[config.mk]
export PLATFORM = sky130hd
export DESIGN_NAME = pixel_reorder_arbiter
export DESIGN_NICKNAME = d
export VERILOG_FILES = /design/src/rtl/pixel_reorder_arbiter.sv
export SDC_FILE = /design/constraint.sdc
export NUM_CORES = 1
export LEC_CHECK = 0
export CORE_MARGIN = 1.5
export CORE_UTILIZATION = 45
export DETAILED_ROUTE_END_ITERATION = 10
export GPL_TIMING_DRIVEN = 0
export MAX_ROUTING_LAYER = met4
export PLACE_DENSITY = 0.86
export SKIP_LAST_GASP = 1
export SYNTH_ARGS = -nofsm -noshare
export SYNTH_HDL_FRONTEND = slang
export SYNTH_SLANG_ARGS = --single-unit
[constraint.sdc]
create_clock -name clk -period 5.66 [get_ports clk]
set_clock_uncertainty 0.15 [all_clocks]
set_input_delay 0.849 -clock clk [delete_from_list [all_inputs] [get_ports clk]]
set_output_delay 0.849 -clock clk [all_outputs]
set_load 0.02 [all_outputs]
[src/rtl/pixel_reorder_arbiter.sv]
// Reorders per-engine pixel queues into a raster-order valid/ready stream.
// Broadcasts the next expected coordinate and pops the lowest matching head.
module pixel_reorder_arbiter #(
  parameter int NUM_QUEUES = 4,
  parameter int DATA_WIDTH = 10,
  parameter int RGB_SIZE   = 24,
  parameter int H_RES      = 640,
  parameter int V_RES      = 480,
  parameter int TIMEOUT    = 1023,
  parameter int TO_WIDTH   = 10
) (
  input  logic                           clk,
  input  logic                           reset,
  input  logic                           start,
  input  logic [NUM_QUEUES-1:0]          q_match,
  input  logic [NUM_QUEUES*RGB_SIZE-1:0] q_colour,
  output logic [NUM_QUEUES-1:0]          q_pop,
  output logic [DATA_WIDTH-1:0]          x_check,
  output logic [DATA_WIDTH-1:0]          y_check,
  output logic [RGB_SIZE-1:0]            out_data,
  output logic                           out_valid,
  input  logic                           out_ready,
  output logic                           out_sof,
  output logic                           out_eol,
  output logic                           frame_done,
  output logic                           busy,
  output logic                           stall_err,
  output logic                           dup_err
);

  typedef enum logic [1:0] {
    IDLE,
    SCAN,
    DRAIN,
    DONE
  } state_t;

  localparam logic [DATA_WIDTH-1:0] X_LAST = DATA_WIDTH'(H_RES - 1);
  localparam logic [DATA_WIDTH-1:0] Y_LAST = DATA_WIDTH'(V_RES - 1);
  localparam logic [TO_WIDTH-1:0]   TO_MAX = TO_WIDTH'(TIMEOUT);

  state_t state, state_nxt;

  logic                  load_ok;
  logic                  hit;
  logic                  load;
  logic                  last_px;
  logic                  multi;
  logic [NUM_QUEUES-1:0] sel;
  logic [RGB_SIZE-1:0]   sel_colour;
  logic [TO_WIDTH-1:0]   stall_cnt;
  logic [TO_WIDTH-1:0]   stall_nxt;

  assign load_ok = !out_valid || out_ready;
  assign hit     = |q_match;
  assign sel     = q_match & (~q_match + NUM_QUEUES'(1));
  assign multi   = |(q_match & (q_match - NUM_QUEUES'(1)));
  assign load    = (state == SCAN) && load_ok && hit;
  assign last_px = (x_check == X_LAST) && (y_check == Y_LAST);
  assign q_pop   = (state == SCAN && load_ok) ? sel : '0;

  assign stall_nxt = (stall_cnt == TO_MAX) ? stall_cnt
                   : stall_cnt + TO_WIDTH'(1);

  always_comb begin
    sel_colour = '0;
    for (int i = 0; i < NUM_QUEUES; i++) begin
      if (sel[i]) sel_colour = q_colour[i*RGB_SIZE +: RGB_SIZE];
    end
  end

  always_ff @(posedge clk) begin
    if (reset) state <= IDLE;
    else       state <= state_nxt;
  end

  always_comb begin
    state_nxt  = state;
    busy       = 1'b1;
    frame_done = 1'b0;
    unique case (state)
      IDLE: begin
        busy = 1'b0;
        if (start) state_nxt = SCAN;
      end
      SCAN:  if (load && last_px) state_nxt = DRAIN;
      DRAIN: if (out_valid && out_ready) state_nxt = DONE;
      DONE: begin
        frame_done = 1'b1;
        state_nxt  = IDLE;
      end
      default: state_nxt = IDLE;
    endcase
  end

  always_ff @(posedge clk) begin
    if (reset) begin
      x_check   <= '0;
      y_check   <= '0;
      out_data  <= '0;
      out_valid <= 1'b0;
      out_sof   <= 1'b0;
      out_eol   <= 1'b0;
      stall_err <= 1'b0;
      dup_err   <= 1'b0;
      stall_cnt <= '0;
    end else begin
      unique case (state)
        IDLE: begin
          x_check <= '0;
          y_check <= '0;
          if (start) begin
            stall_err <= 1'b0;
            dup_err   <= 1'b0;
            stall_cnt <= '0;
          end
        end
        SCAN: begin
          if (load) begin
            out_data  <= sel_colour;
            out_valid <= 1'b1;
            out_sof   <= (x_check == '0) && (y_check == '0);
            out_eol   <= (x_check == X_LAST);
            stall_cnt <= '0;
            if (multi) dup_err <= 1'b1;
            if (x_check == X_LAST) begin
              x_check <= '0;
              y_check <= last_px ? '0 : y_check + DATA_WIDTH'(1);
            end else begin
              x_check <= x_check + DATA_WIDTH'(1);
            end
          end else if (load_ok) begin
            // Previous beat consumed (or none pending) and nothing to load
            out_valid <= 1'b0;
            stall_cnt <= stall_nxt;
            if (stall_nxt == TO_MAX) stall_err <= 1'b1;
          end
        end
        DRAIN: if (out_valid && out_ready) out_valid <= 1'b0;
        default: ;
      endcase
    end
  end

endmodule

==> impl_summary.txt <==
----------------------------------------------------
[Timing]
  Setup TNS after final layout ... 0 ps
  Worst-case setup margin in the final layout ... 1100 ps
  Worst max-slew margin expressed relative to the limit ... 0.452
  Shortest clock period the worst path allows after layout ... 4560 ps
  Final Hold Slack ... 313 ps
  Achievable frequency ... 0.219 GHz
  Unrepaired setup endpoints after global routing ... no
  Final setup viols ... 0
  Crit share post-route ... 0.805
  Final count of pins violating max slew ... 0
  Slew of the pin with the lowest slew margin ... 815 ps
  Hold Violations, Final ... 0

[Clock network]
  Worst-case clock buffer depth ... 2
  Clock H-tree levels ... 3
  Root Buffer ... sky130_fd_sc_hd__clkbuf_8
  Count of hold buffers inserted by post-cts repair ... 0
  Clk pin slew, worst setup/hold paths ... 60 ps
  CTS-repair resized insts ... 0
  Clk Latency, worst-skew pair ... 340 ps
  CTS sink cnt ... 61
  TritonCTS clock tree ... done
  Post-CTS setup buffer count ... 0
  Num CTS Buffers ... 9

[Worst setup path]
  CP Data Required Time ... 4660 ps
  Crit path launch type ... primary input
  WS Path Type ... in2out
  Crit path DAT ... 3560 ps
  CP endpoint kind ... primary output
  Reg2reg setup slack ... 2600 ps
  Maximum fanout along the worst path ... 10

[Global routing]
  First-pass GRT wire length ... 19800 um
  Global router's overall resource usage ... 0.307
  Initial antenna violation count ... 0
  Final global-route overflow total ... 0
  Vias in the first global route ... 4043
  Pin count of the biggest net entering global routing ... 11

[Route]
  Detailed Route Iter0 Violations ... 291
  Total Wirelength ... 12700 um
  Routed len/inst ... 17.7 um
  Number of remaining DRC errors ... 0
  First-pass iteration count of the detailed router ... 6
  Routed vias/inst ... 6.07
  Vias after detailed routing ... 4346
  Number of nets with antenna violations after detailed routing ... 0

[Layout]
  Total number of nets in the final design ... 726
  Most frequent cells in the layout ... sky130_fd_sc_hd__clkdlybuf4s50_1 (158), sky130_fd_sc_hd__dfxtp_1 (61), sky130_fd_sc_hd__nor2_1 (50), sky130_fd_sc_hd__a22oi_1 (49), sky130_fd_sc_hd__o21ai_0 (36)
  Sequential cell area in the final layout ... 0.00122 mm^2
  Total inserted antenna cells ... 0
  Footprint of the multi-input gates ... 0.00209 mm^2
  Layout cells sized above 1 ... 0.0357
  Area added between synthesis and finish ... 54.1%
  Fillcell total ... 582
  Commonest non-fill, non-tap cell in the layout ... sky130_fd_sc_hd__clkdlybuf4s50_1

[Outcome]
  Status ... finished clean

[Synthesis]
  Average cell area after synthesis ... 7.85 um^2
  Synthesized Nets ... 557
  Portion of the post-synthesis area used by sequential elements ... 0.351
  Yosys synthesis warning count ... 0
  Cell count after synthesis ... 444
  Seq cells post-synth ... 61
  Area of the mapped netlist ... 0.00348 mm^2
  Proportion of register bits with asynchronous set or reset after synthesis ... 0
  Number of enable-type register cells in the synthesized netlist ... 0
  Number of unique standard cell types used by synthesis ... 49
  Commonest register cell after synthesis ... sky130_fd_sc_hd__dfxtp_1

[Power]
  Maximum ir drop on the vdd rail ... 172 uV
  Total power divided by cell area ... 335 mW/mm^2
  Leakage component of the power ... 1.77 nW

[Die]
  Initial core utilization ... 0.473
  I/O pin total ... 159
  Floorplan die area ... 0.00828 mm^2
  Core ar. ... 0.00737 mm^2
  Vert. Die Dim ... 91.0 um
  Number of placement rows ... 31
  Die W ... 91.0 um

[Place]
  Placer's final routability congestion estimate ... 0.903
  Count of input and output buffers ... 158
  Post-detail-place hpwl ... 9520 um
  Pre-CTS WS ... 1170 ps

[Run]
  Max-capacitance violation count ... 0

[Min path]
  Class of the tightest hold or removal check ... reg2reg

----------------------------------------------------
-- power by group --
part           internal, mW  leakage (nW)  switching, mW
sequential            0.513         0.496         0.0612
clock                 0.192        0.0926          0.169
combinational         0.363          1.18          0.498
total                  1.07          1.77          0.728
-- through the flow --
| step | power, mW | cells | area [um^2] | utilization |
|---|---|---|---|---|
| after global placement | 1.40 | 701 | 5190 | 0.704 |
| after floorplan | 1.05 | 444 | 3480 | - |
| final | 1.80 | 716 | 5370 | 0.728 |
| after global routing | 1.89 | 716 | 5370 | 0.728 |
| after CTS | 1.78 | 716 | 5370 | 0.728 |
| after detailed placement | 1.42 | 701 | 5190 | 0.704 |
-- worst paths after layout --
kind                                 start           end  cells past startpoint
worst max-delay path            q_match[1]      q_pop[3]                      6
worst min-delay path             stall_err     stall_err                      2
worst max register to register    state[1]  out_data[20]                      9
worst min register to register   stall_err     stall_err                      2
-- cells in the mapped netlist (all sizes together), types with 7 or more instances --
cell type	instances	share of area
nor4	8	0.014
a21oi	27	0.039
ha	9	0.032
nand3	15	0.022
a22oi	49	0.11
or4	8	0.019
nand4	8	0.014
clkbuf	24	0.026
dfxtp	61	0.35
nor3	15	0.022
inv	13	0.014
o211ai	26	0.056
nand2	22	0.024
o21ai	37	0.053
buf	7	0.0083
nor2	50	0.054
-- worst max-delay path: stages --
cell and delay, ps:
sky130_fd_sc_hd__clkdlybuf4s50_1 460, sky130_fd_sc_hd__buf_1 270, sky130_fd_sc_hd__nor4b_2 710, sky130_fd_sc_hd__clkbuf_1 440, sky130_fd_sc_hd__and3_1 220, sky130_fd_sc_hd__clkdlybuf4s50_1 600
-- state kept, by name, summed over array words and instances (netlist names) --
name       count
dup_err        1
out_data      24
out_eol        1
out_sof        1
out_valid      1
stall_cnt     10
stall_err      1
state          2
x_check       10
y_check       10
-- area by class of cell --
class,count,area share
Multi-Input combinational cell,339,0.390
Clock inverter,1,0.000933
Clock buffer,14,0.0322
Tap cell,99,0.0231
Inverter,13,0.00909
Sequential cell,61,0.228
Timing Repair Buffer,158,0.295
Buffer,31,0.0221
-- metal layers --
layer | routed length, um | up-vias | track usage | share of wire
met3 | 969 | 39 | 0.0528 | 0.076
met4 | 418 | 0 | 0.142 | 0.033
li1 | - | 2029 | - | -
met5 | 0 | - | - | 0
met1 | 5210 | 2035 | 0.385 | 0.41
met2 | 6080 | 243 | 0.481 | 0.48
-- logic make-up after synthesis --
group                    share of synthesized area
XOR/XNOR                                    0.0226
AND/OR/NAND/NOR                              0.219
AO/OA/AOI/OAI                                0.319
adder cells (fa/ha/maj)                     0.0352
multiplexers                               0.00575
flip-flops                                   0.351
buffers and inverters                       0.0481
Power figures use the tool's default switching activity.
